--- src/rtl/anim_display_ctrl_pkg.sv ---
// Shared definitions for the lift 7-segment animation driver.
// Holds the mode encodings, glyph codes, the phase state type and the
// 16-entry active-low segment table (bit order g,f,e,d,c,b,a).
// No ports; imported by anim_display_ctrl.
package anim_pkg;

  typedef enum logic [1:0] {
    MODE_BLANK = 2'd0,
    MODE_UP    = 2'd1,
    MODE_DOWN  = 2'd2,
    MODE_FLOOR = 2'd3
  } mode_e;

  typedef enum logic {
    PHASE_0 = 1'b0,
    PHASE_1 = 1'b1
  } phase_e;

  localparam logic [3:0] GLY_UP_A       = 4'd0;
  localparam logic [3:0] GLY_UP_B       = 4'd1;
  localparam logic [3:0] GLY_DN_A       = 4'd2;
  localparam logic [3:0] GLY_DN_B       = 4'd3;
  localparam logic [3:0] GLY_FLOOR_BASE = 4'd4;
  localparam logic [3:0] GLY_BLANK      = 4'd10;
  localparam logic [3:0] GLY_DASH       = 4'd14;

  // Active-low segments {g,f,e,d,c,b,a}. Codes 4..9 show floor digits 0..5.
  localparam logic [6:0] SEG_TABLE [16] = '{
    7'h77,  // 0  up A   (d)
    7'h5D,  // 1  up B   (b,f)
    7'h7E,  // 2  down A (a)
    7'h6B,  // 3  down B (c,e)
    7'h40,  // 4  '0'
    7'h79,  // 5  '1'
    7'h24,  // 6  '2'
    7'h30,  // 7  '3'
    7'h19,  // 8  '4'
    7'h12,  // 9  '5'
    7'h7F,  // 10 blank
    7'h7F,  // 11 unused
    7'h7F,  // 12 unused
    7'h7F,  // 13 unused
    7'h3F,  // 14 dash (g)
    7'h7F   // 15 unused
  };

  function automatic logic [6:0] seg_decode(input logic [3:0] code);
    return SEG_TABLE[code];
  endfunction

endpackage

--- src/rtl/anim_display_ctrl_if.sv ---
// Bus between the lift controller / board pins and anim_display_ctrl.
//   mode       2  display mode (blank, up, down, floor)
//   floor      3  current floor code
//   hold       1  door-open indication
//   seg        7  active-low segments
//   an         NUM_DIGITS active-low anodes
//   frame_tick 1  one-cycle pulse per animation step
// master: controller side; slave: the display driver.
interface anim_display_ctrl_if #(
  parameter int unsigned NUM_DIGITS = 4
);
  logic [1:0]            mode;
  logic [2:0]            floor;
  logic                  hold;
  logic [6:0]            seg;
  logic [NUM_DIGITS-1:0] an;
  logic                  frame_tick;

  modport master (output mode, floor, hold, input seg, an, frame_tick);
  modport slave  (input mode, floor, hold, output seg, an, frame_tick);
endinterface

--- src/rtl/anim_display_ctrl_tick_gen.sv ---
// Clock-enable tick generator.
// Counts 0..DIV-1 and raises tick combinationally on the terminal count,
// i.e. the cycle on which the counter wraps. clr restarts the count and
// suppresses a tick on that cycle.
//   clk   system clock
//   reset synchronous, active-high
//   clr   synchronous restart
//   tick  one-cycle enable every DIV cycles
module tick_gen #(
  parameter int unsigned DIV = 10
) (
  input  logic clk,
  input  logic reset,
  input  logic clr,
  output logic tick
);

  localparam int unsigned W = (DIV > 1) ? $clog2(DIV) : 1;
  localparam logic [W-1:0] LAST = W'(DIV - 1);

  logic [W-1:0] cnt;

  assign tick = (cnt == LAST) && !clr;

  always_ff @(posedge clk) begin
    if (reset || clr || cnt == LAST) begin
      cnt <= '0;
    end else begin
      cnt <= cnt + 1'b1;
    end
  end

endmodule

--- src/rtl/anim_display_ctrl.sv ---
// Multiplexed common-anode 7-segment animation driver for the lift.
// Single clock; scan and frame rates come from two tick_gen enables.
//   clk    system clock
//   reset  synchronous, active-high
//   bus    anim_display_ctrl_if.slave: mode/floor/hold in,
//          seg/an/frame_tick out (all outputs registered)
// Optional: define ANIM_BLINK_EN to blink digit 0 in floor mode while hold=1.
import anim_pkg::*;

module anim_display_ctrl #(
  parameter int unsigned NUM_DIGITS = 4,
  parameter int unsigned CLK_HZ     = 100000000,
  parameter int unsigned SCAN_HZ    = 400,
  parameter int unsigned FRAME_HZ   = 1,
  parameter int unsigned NUM_FLOORS = 6
) (
  input logic               clk,
  input logic               reset,
  anim_display_ctrl_if.slave bus
);

  localparam int unsigned SCAN_DIV  = CLK_HZ / SCAN_HZ;
  localparam int unsigned FRAME_DIV = CLK_HZ / FRAME_HZ;
  localparam int unsigned IDX_W     = $clog2(NUM_DIGITS);
  localparam logic [IDX_W-1:0] IDX_LAST = IDX_W'(NUM_DIGITS - 1);

  mode_e                 mode_in;
  mode_e                 mode_q;
  logic                  mode_chg;
  logic                  scan_tick;
  logic                  frame_tick_w;
  phase_e                phase_q, phase_n;
  logic [IDX_W-1:0]      idx_q, idx_n;
  logic [3:0]            code;
  logic [6:0]            seg_q;
  logic [NUM_DIGITS-1:0] an_q;
  logic                  ft_q;

  assign mode_in  = mode_e'(bus.mode);
  assign mode_chg = (mode_in != mode_q);

  tick_gen #(.DIV(SCAN_DIV)) u_scan (
    .clk   (clk),
    .reset (reset),
    .clr   (1'b0),
    .tick  (scan_tick)
  );

  tick_gen #(.DIV(FRAME_DIV)) u_frame (
    .clk   (clk),
    .reset (reset),
    .clr   (mode_chg),
    .tick  (frame_tick_w)
  );

  // mode_q follows the input even in reset, so a mode already applied
  // while reset is held does not count as a change at release.
  always_ff @(posedge clk) begin
    mode_q <= mode_in;
  end

  always_comb begin
    phase_n = phase_q;
    if (mode_chg) begin
      phase_n = PHASE_0;
    end else if (frame_tick_w) begin
      phase_n = (phase_q == PHASE_0) ? PHASE_1 : PHASE_0;
    end

    idx_n = idx_q;
    if (scan_tick) begin
      idx_n = (idx_q == IDX_LAST) ? '0 : idx_q + 1'b1;
    end

    // idx_q is the slot to be driven at the next scan tick; the glyph
    // uses the post-tick phase so a coincident frame step shows at once.
    code = GLY_BLANK;
    unique case (mode_in)
      MODE_BLANK: code = GLY_BLANK;
      MODE_UP:    code = (idx_q[0] ^ phase_n) ? GLY_UP_B : GLY_UP_A;
      MODE_DOWN:  code = (idx_q[0] ^ phase_n) ? GLY_DN_B : GLY_DN_A;
      MODE_FLOOR: begin
        if (idx_q == '0) begin
          if (32'(bus.floor) >= NUM_FLOORS) begin
            code = GLY_DASH;
          end else begin
            code = GLY_FLOOR_BASE + 4'(bus.floor);
          end
`ifdef ANIM_BLINK_EN
          if (bus.hold && phase_n == PHASE_1) begin
            code = GLY_BLANK;
          end
`endif
        end
      end
      default:    code = GLY_BLANK;
    endcase
  end

  always_ff @(posedge clk) begin
    if (reset) begin
      phase_q <= PHASE_0;
      idx_q   <= '0;
      seg_q   <= 7'h7F;
      an_q    <= '1;
      ft_q    <= 1'b0;
    end else begin
      phase_q <= phase_n;
      idx_q   <= idx_n;
      ft_q    <= frame_tick_w;
      if (scan_tick) begin
        an_q  <= ~(NUM_DIGITS'(1) << idx_q);
        seg_q <= seg_decode(code);
      end
    end
  end

  assign bus.seg        = seg_q;
  assign bus.an         = an_q;
  assign bus.frame_tick = ft_q;

endmodule

--- src/flat_wrapper.sv ---
// flat-port wrapper written by rule: the top's interface ports become plain ports
module anim_display_ctrl_flat 
#(
  parameter int unsigned NUM_DIGITS = 4,
  parameter int unsigned CLK_HZ     = 100000000,
  parameter int unsigned SCAN_HZ    = 400,
  parameter int unsigned FRAME_HZ   = 1,
  parameter int unsigned NUM_FLOORS = 6
)
  (clk, reset, bus_mode, bus_floor, bus_hold, bus_seg, bus_an, bus_frame_tick);
  anim_display_ctrl_if #(.NUM_DIGITS(NUM_DIGITS)) bus_i ();
  input logic clk;
  input logic reset;
  input wire logic [$bits(bus_i.mode)-1:0] bus_mode;
  input wire logic [$bits(bus_i.floor)-1:0] bus_floor;
  input wire logic [$bits(bus_i.hold)-1:0] bus_hold;
  output wire logic [$bits(bus_i.seg)-1:0] bus_seg;
  output wire logic [$bits(bus_i.an)-1:0] bus_an;
  output wire logic [$bits(bus_i.frame_tick)-1:0] bus_frame_tick;
  assign bus_i.mode = bus_mode;
  assign bus_i.floor = bus_floor;
  assign bus_i.hold = bus_hold;
  assign bus_seg = bus_i.seg;
  assign bus_an = bus_i.an;
  assign bus_frame_tick = bus_i.frame_tick;
  anim_display_ctrl #(.NUM_DIGITS(NUM_DIGITS), .CLK_HZ(CLK_HZ), .SCAN_HZ(SCAN_HZ), .FRAME_HZ(FRAME_HZ), .NUM_FLOORS(NUM_FLOORS)) u_core (.clk(clk), .reset(reset), .bus(bus_i));
endmodule
--- config.mk ---
export PLATFORM = sky130hd
export DESIGN_NAME = anim_display_ctrl_flat
export DESIGN_NICKNAME = d
export VERILOG_FILES = /design/src/rtl/anim_display_ctrl_pkg.sv /design/src/rtl/anim_display_ctrl_if.sv /design/src/rtl/anim_display_ctrl_tick_gen.sv /design/src/rtl/anim_display_ctrl.sv /design/src/flat_wrapper.sv
export SDC_FILE = /design/constraint.sdc
export NUM_CORES = 1
export LEC_CHECK = 0
export CAP_MARGIN = 20
export CORE_MARGIN = 5
export CORE_UTILIZATION = 45
export CTS_BUF_LIST = sky130_fd_sc_hd__clkbuf_16
export DETAILED_ROUTE_END_ITERATION = 16
export GPL_TIMING_DRIVEN = 1
export PLACE_DENSITY = 0.62
export SLEW_MARGIN = 25
export SYNTH_ARGS = -nofsm -noshare
export SYNTH_HDL_FRONTEND = slang
export SYNTH_SLANG_ARGS = --single-unit
--- constraint.sdc ---
create_clock -name clk -period 2.2 [get_ports clk]
set_input_delay 0.33 -clock clk [delete_from_list [all_inputs] [get_ports clk]]
set_output_delay 0.33 -clock clk [all_outputs]
set_load 0.02 [all_outputs]
==> impl_metrics.py <==
metrics = {
    "finish": {
        "final_layout_size_suffix_gt1_share_pct": 9.04,
        "num_antenna_cells": 0,
        "area_growth_pct": 20.2,
        "utilization_pct": 56.1,
        "fin_nets": 385,
    },
    "sta": {
        "hold_viol": 0,
        "rsz0062_at_grt": "no",
        "max_freq_mhz": 504,
        "period_needed_ns": 1.99,
        "slew_violations": 0,
        "fin_setup_tns_ns": 0,
        "period_share_pct": 90.2,
        "fin_skew_ns": 0.00818,
        "tightest_slew_ns": 0.418,
        "slew_headroom_pct": 71.7,
        "setup_violations": 0,
    },
    "synth": {
        "synth_most_common_cell": "nor2_1",
        "synth_cell_types": 52,
        "syn_avg_cell_area_sq_um": 8.71,
        "synthTopCellsByCount": "64 x nor2_1, 62 x dfxtp_1, 31 x nand2_1",
        "synth_cells": 342,
        "synth_fp_nets": 356,
        "synth_area_sq_um": 2980,
        "yosysTopAreaCell": "dfxtp_1",
        "synth_area_leaders": "dfxtp_1 42%, nor2_1 8.1%, xor2_1 6.2%, xnor2_1 5.9%, nand2_1 3.9%",
        "synthFlopType": "dfxtp_1",
        "ys_seq_area_share_pct": 41.7,
        "yosys_warnings": 0,
        "ys_ff_latch": 62,
        "synthArstFlopShare_pct": 0,
        "synth_edf_count": 0,
        "yosysTopAreaCellShare_pct": 41.7,
    },
    "die": {
        "core_sq_um": 6390,
        "io_pins": 20,
        "die-area_sq_um": 8350,
        "start_util_pct": 46.6,
        "rows": 29,
        "die_height_um": 91.4,
        "die_w_um": 91.4,
    },
    "power_and_ir_drop": {
        "p_int_mw": 2.14,
        "p_switching_uw": 534,
        "swShare_pct": 20.0,
        "clockPowerShare_pct": 54.2,
        "combPwrFrac_pct": 3.3,
        "vdd_drop_max_mv": 0.529,
        "p_leak_nw": 1.29,
        "powerDensity_nw_per_um2": 747,
        "seqPwrFrac_pct": 42.5,
    },
    "placed_design": {
        "port_buffers": 18,
        "dp_hpwl_mm": 4.26,
        "gp_congestion": 0.825,
    },
    "setup_path": {
        "cp_slowest_cell": "or4_1",
        "r2r_end": "u_core.u_frame.cnt[26]$_SDFF_PP0_",
        "required_ns": 2.41,
        "cp-end-kind": "flop",
        "crit_start": "u_core.u_frame.cnt[0]$_SDFF_PP0_",
        "cp_top_family": "simple AND/OR/NAND/NOR gates",
        "worstPathArrival_ns": 2.19,
        "r2r-start": "u_core.u_frame.cnt[0]$_SDFF_PP0_",
        "max_stage_delay_ns": 0.46,
        "endpoint": "u_core.u_frame.cnt[26]$_SDFF_PP0_",
        "critical_path_depth": 7,
        "cp-start-kind": "flop",
        "path_buf_inv": 0,
        "cp_max_fo": 4,
        "critPathKind": "flop to flop",
        "regToRegSetupSlack_ns": 0.21,
        "path_cells": "ha_1 > nand2_1 > or4_1 > and3b_1 > nand4_1 > xor2_1 > nor2_1",
        "worst_r2r_path_depth": 7,
    },
    "detailed_routing": {
        "vias_per_cell": 5.27,
        "ant_nets": 0,
        "finalWirelength_mm": 5.96,
        "drc": 0,
        "drt_iter0_drc": 68,
        "detail_route.wl_per_cell_um": 13.2,
        "first_pass_iters": 4,
        "num_vias": 2387,
    },
    "clock_network": {
        "h-tree-depth": 3,
        "clock-root-buffer": "clkbuf_16",
        "clock_latency_ns": 0.32,
        "postCtsSetupRepairBufs": 0,
        "cts_tree": "done",
        "hold_buffers": 0,
        "clkSinkCount": 62,
        "clk_pin_slew_ns": 0.05,
        "cts_buffer_depth": 2,
        "cts_resized": 0,
        "cts_buffers": 9,
    },
    "global_routing": {
        "grt_max_degree": 19,
        "overflow": 0,
        "grt_pass1_vias": 2344,
        "globalRouteTotalUtil_pct": 15.3,
        "grt_pass1_wl_mm": 10.5,
        "grt_antenna_before_repair": 0,
    },
    "run": {
        "cap_viol_max_count": 0,
    },
    "hold_path": {
        "hp-class": "flop to flop",
    },
    "status": {
        "outcome": "finished, final reports clean",
    },
}
[worst min path at each step]
stage | start | to | cells after the start
2_1_floorplan | bus_mode[0] | u_core.mode_q[0]$_DFF_P_ | 0
3_3_place_gp | u_core.u_frame.cnt[0]$_SDFF_PP0_ | u_core.u_frame.cnt[0]$_SDFF_PP0_ | 1
3_5_place_dp | u_core.u_scan.cnt[0]$_SDFF_PP0_ | u_core.u_scan.cnt[0]$_SDFF_PP0_ | 1
4_1_cts | u_core.u_frame.cnt[0]$_SDFF_PP0_ | u_core.u_frame.cnt[0]$_SDFF_PP0_ | 1
5_1_grt | u_core.u_frame.cnt[0]$_SDFF_PP0_ | u_core.u_frame.cnt[0]$_SDFF_PP0_ | 1
6_report | u_core.u_frame.cnt[0]$_SDFF_PP0_ | u_core.u_frame.cnt[0]$_SDFF_PP0_ | 1
[worst register-to-register path, cell delays in order, from the launching register on]
cell,delay [ns]
dfxtp_1,0.35
ha_1,0.23
nand2_1,0.13
or4_1,0.46
and3b_1,0.34
nand4_1,0.15
xor2_1,0.16
nor2_1,0.05
[final cells by class]
type / count / area [sq um]
multi-input combinational: 259 / 1630
tap: 77 / 96.3
inverter: 9 / 33.8
fill: 585 / 2800
timing repair buffer: 30 / 270
clock buffer: 9 / 225
sequential: 62 / 1240
clock inverter: 7 / 81.3
[cell families after synthesis]
kind of cell,share of synthesized area [%]
xor gates and xnor gates,12.1
muxes,0.714
adders and majority gates,2.52
buffers and inverters,3.49
AOI/OAI and AO/OA,8.15
and+or+nand+nor,31.4
DFF,41.7
[stage by stage]
stage,std cells,power [mW],hold WS [ns],instance area [sq um],setup WS (ns)
after global routing,453,2.78,0.486,3580,0.0377
after CTS,453,2.71,0.465,3580,0.112
after floorplan,342,1.22,0.358,2980,0.280
after detailed placement,437,1.25,0.453,3280,0.0904
after global placement,437,1.25,0.432,3280,0.106
final,453,2.68,0.455,3580,0.215
[cell usage in the layout, fill, tap and decap left out, types with 3 or more instances in the layout]
master,instances
nor2b_1,7
ha_1,6
clkdlybuf4s50_1,18
dfxtp_1,62
nand2b_1,3
nand2_1,31
nor4b_1,5
nor2_1,64
clkbuf_16,9
nand4_1,8
a211o_1,6
or3_1,3
o21ai_0,6
xor2_1,21
nor3_1,3
buf_4,12
xnor2_1,20
and3_1,8
a31oi_1,3
nor4_1,3
and4_1,6
nand3_1,17
a21oi_1,4
inv_1,11
[state kept, by name, indices dropped and copies added (netlist names)]
signal and cells:
u_core.bus.an 4, u_core.bus.frame_tick 1, u_core.bus.seg 7, u_core.idx_q 2, u_core.mode_q 2, u_core.phase_q 1
u_core.u_frame.cnt 27, u_core.u_scan.cnt 18
[layer usage]
| layer | global-route usage, % | up-vias | wire, um |
|---|---|---|---|
| li1 | - | 1243 | - |
| met1 | 18.5 | 1100 | 2740 |
| met2 | 25.2 | 36 | 2900 |
| met3 | 5.04 | 8 | 224 |
| met4 | 5.50 | 0 | 99 |
| met5 | 0 | - | 0 |
[power groups by stage]
stage | logic, mW | clock network, mW | registers, mW
finish | 0.0877 | 1.45 | 1.14
detailed placement | 0.0879 | 0 | 1.16
global route | 0.0983 | 1.54 | 1.14
floorplan | 0.0586 | 0 | 1.16
CTS | 0.0892 | 1.48 | 1.14
global placement | 0.0880 | 0 | 1.16
Power figures use the tool's default switching activity.
==> edit, RTL diff (same settings) <==
Build with the macro `ANIM_BLINK_EN` defined.
--- a/src/rtl/anim_display_ctrl.sv
+++ b/src/rtl/anim_display_ctrl.sv
@@ -5,6 +5,8 @@
 //   bus    anim_display_ctrl_if.slave: mode/floor/hold in,
 //          seg/an/frame_tick out (all outputs registered)
 // Optional: define ANIM_BLINK_EN to blink digit 0 in floor mode while hold=1.
+`define ANIM_BLINK_EN
+
 import anim_pkg::*;
 
 module anim_display_ctrl #(
Check against the original RTL: same outputs for any inputs over 10 cycles, from zero or initial values and one cycle with reset high; that may be too few to reach the edited logic, so the function may still have changed.
==> edit against the unedited design <==
- the flow now finishes with violations (negative setup slack)
- setup slack got worse by 0.22 ns
- wire length up 4.9%
- clock power shrank 9%
- die area fell by 1.8%
- sequential cell count stayed put
- highest routed layer unchanged
- synthesized area down 2.1%
- total power shrank 3.9%
- final area up 9.3%
==> edit: results (changes against the unedited design) <==
| Metric | Value |
|---|---|
| Run status | `finished, violations left` |
| Violated checks | `negative setup slack` |
| Worst setup slack before clock tree synthesis | `-0.238 ns (-0.329 ns)` |
| Worst vdd ir | `0.489 mV (-7.5%)` |
| Post-synthesis compound-gate area fraction | `0.0956 (+0.0141)` |
| Placer congestion estimate | `0.824 (-0.12%)` |
| Xor and xnor fraction of the mapped netlist area | `0.126 (+0.00553)` |
| CP Data Arrival Time | `2.41 ns (+0.22 ns)` |
| HP Start | `u_core.u_scan.cnt[0]` |
| Multiplexer fraction of the synthesized cell area | `0.00686 (-0.000279)` |
| Crit path max-delay family | `compound AO/OA/AOI/OAI gates` |
| Number of failing setup endpoints in the final timing report | `1 (+1)` |
| Proportion of layout cells with a drive suffix above 1 | `0.218 (+0.127)` |
| Hold worst-path end | `u_core.u_scan.cnt[0]` |
| Placed cell areas | `3470 um2 (+5.8%)` |
| Via count of the first global-routing pass | `2514 (+7.3%)` |
| Sum of net half-perimeters after detailed placement | `4410 um (+3.5%)` |
| Area contributors post-synth | `sky130_fd_sc_hd__dfxtp_1 43%, sky130_fd_sc_hd__xor2_1 8.1%, sky130_fd_sc_hd__nor2_1 7.2%` |
| Starting DRT DRC Count | `58 (-15%)` |
| Seq/Total Area, Yosys | `0.425 (+0.00875)` |
| Fill count | `534 (-8.7%)` |
| Number of cells traversed by the worst register-to-register path | `8 (+1)` |
| Via density | `5.17 (-1.9%)` |
| Leakage power of the design | `1.46 nW (+14%)` |
| End of the worst register-to-register path | `u_core.bus.seg[1]` |
| Slew at the pin with the worst max-slew slack | `0.704 ns (+0.286 ns)` |
| Number of unique standard cell types used by synthesis | `55 (+5.8%)` |
| Final net count | `410 (+6.5%)` |
| Slowest stage delay, CP | `0.35 ns (-0.11 ns)` |
| Final Skew | `0.00503 ns (-0.00315 ns)` |
| Global-route wire length before repair | `10700 um (+1.8%)` |
| Library cell contributing the largest single delay on the critical path | `sky130_fd_sc_hd__dfxtp_2` |
| Pin count of the biggest net entering global routing | `27 (+8)` |
| Global-route total usage across every layer | `0.157 (+0.00409)` |
| Final worst-path setup slack | `-0.00367 ns (-0.219 ns)` |
| Most frequent cells after synthesis | `62 x sky130_fd_sc_hd__dfxtp_1, 56 x sky130_fd_sc_hd__nor2_1, 28 x sky130_fd_sc_hd__nand2_1` |
| Net Count, Synth | `347 (-2.5%)` |
| Port Buffers | `19 (+1)` |
| Area share of fa/ha/maj cells after synthesis | `0.0257 (+0.000529)` |
## edit: changes by cell type in the layout (fill, tap and decap cells not counted), moves of 4 or more
cell                      change
sky130_fd_sc_hd__a211o_1      -4
sky130_fd_sc_hd__xor2_1       +6
sky130_fd_sc_hd__inv_1        -4
sky130_fd_sc_hd__a21oi_1      +4
sky130_fd_sc_hd__buf_4       +29
sky130_fd_sc_hd__nor2b_1      -6
sky130_fd_sc_hd__nor2_1       -9
sky130_fd_sc_hd__and4_1       -5
sky130_fd_sc_hd__xnor2_1      -5
sky130_fd_sc_hd__or3_1        +4
sky130_fd_sc_hd__nor4b_1      -5
## edit: final cells by class
class	count	area, um2	share of cell area
Clock buffer	9	225	0.0575
Tap cell	77	96.3	0.0246
Timing Repair Buffer	63	541	0.138
Multi-Input combinational cell	254	1730	0.442
Sequential cell	62	1240	0.318
Inverter	6	22.5	0.00575
Clock inverter	6	55.1	0.0141
## edit: how the worst max path moves through the flow
stage                         to  slack [ns]  cells after the start
3_5_place_dp   u_core.bus.seg[0]       -0.24                      9
6_report       u_core.bus.seg[1]      -0.004                      8
5_1_grt        u_core.bus.seg[1]       -0.13                      9
2_1_floorplan  u_core.bus.seg[1]        0.05                      9
4_1_cts        u_core.bus.seg[4]       0.002                      8
3_3_place_gp   u_core.bus.seg[0]       -0.18                      9
## edit: layer usage
layer | vias up | global-route usage | share of wire
met2 | 26 | 0.275 | 0.51
met3 | 9 | 0.0533 | 0.030
met5 | - | 0 | 0
met4 | 0 | 0.0509 | 0.013
li1 | 1285 | - | -
met1 | 1146 | 0.176 | 0.45
## edit: through the flow
step	TNS (ns)	instances	hold slack, ns
floorplan	0	333	0.358
global placement	-0.794	459	0.428
detailed placement	-1.10	459	0.440
CTS	0	477	0.447
global route	-0.413	477	0.464
finish	-0.00367	477	0.443
## edit: power by group
part,internal [mW],leakage (nW),switching [mW]
combinational,0.0528,0.823,0.0652
clock,0.856,0.140,0.462
sequential,1.13,0.502,0.00578
total,2.04,1.46,0.533
## edit: timing repair
action                                  in CTS  in global routing
setup buffers                                3                  0
resized for setup                           11                 17
pin swaps                                    6                 12
endpoints found under the hold margin        0                  0
endpoints found under the setup margin       5                  6
## edit: kinds of logic (layout without fill, tap and decap cells)
family                     after synthesis  count (layout)
and+or+nand+nor                        164             164
DFF                                     62              62
xor gates and xnor gates                42              42
AOI/OAI and AO/OA                       40              40
buffers and inverters                   17              84
adders and majority gates                6               6
muxes                                    2               2
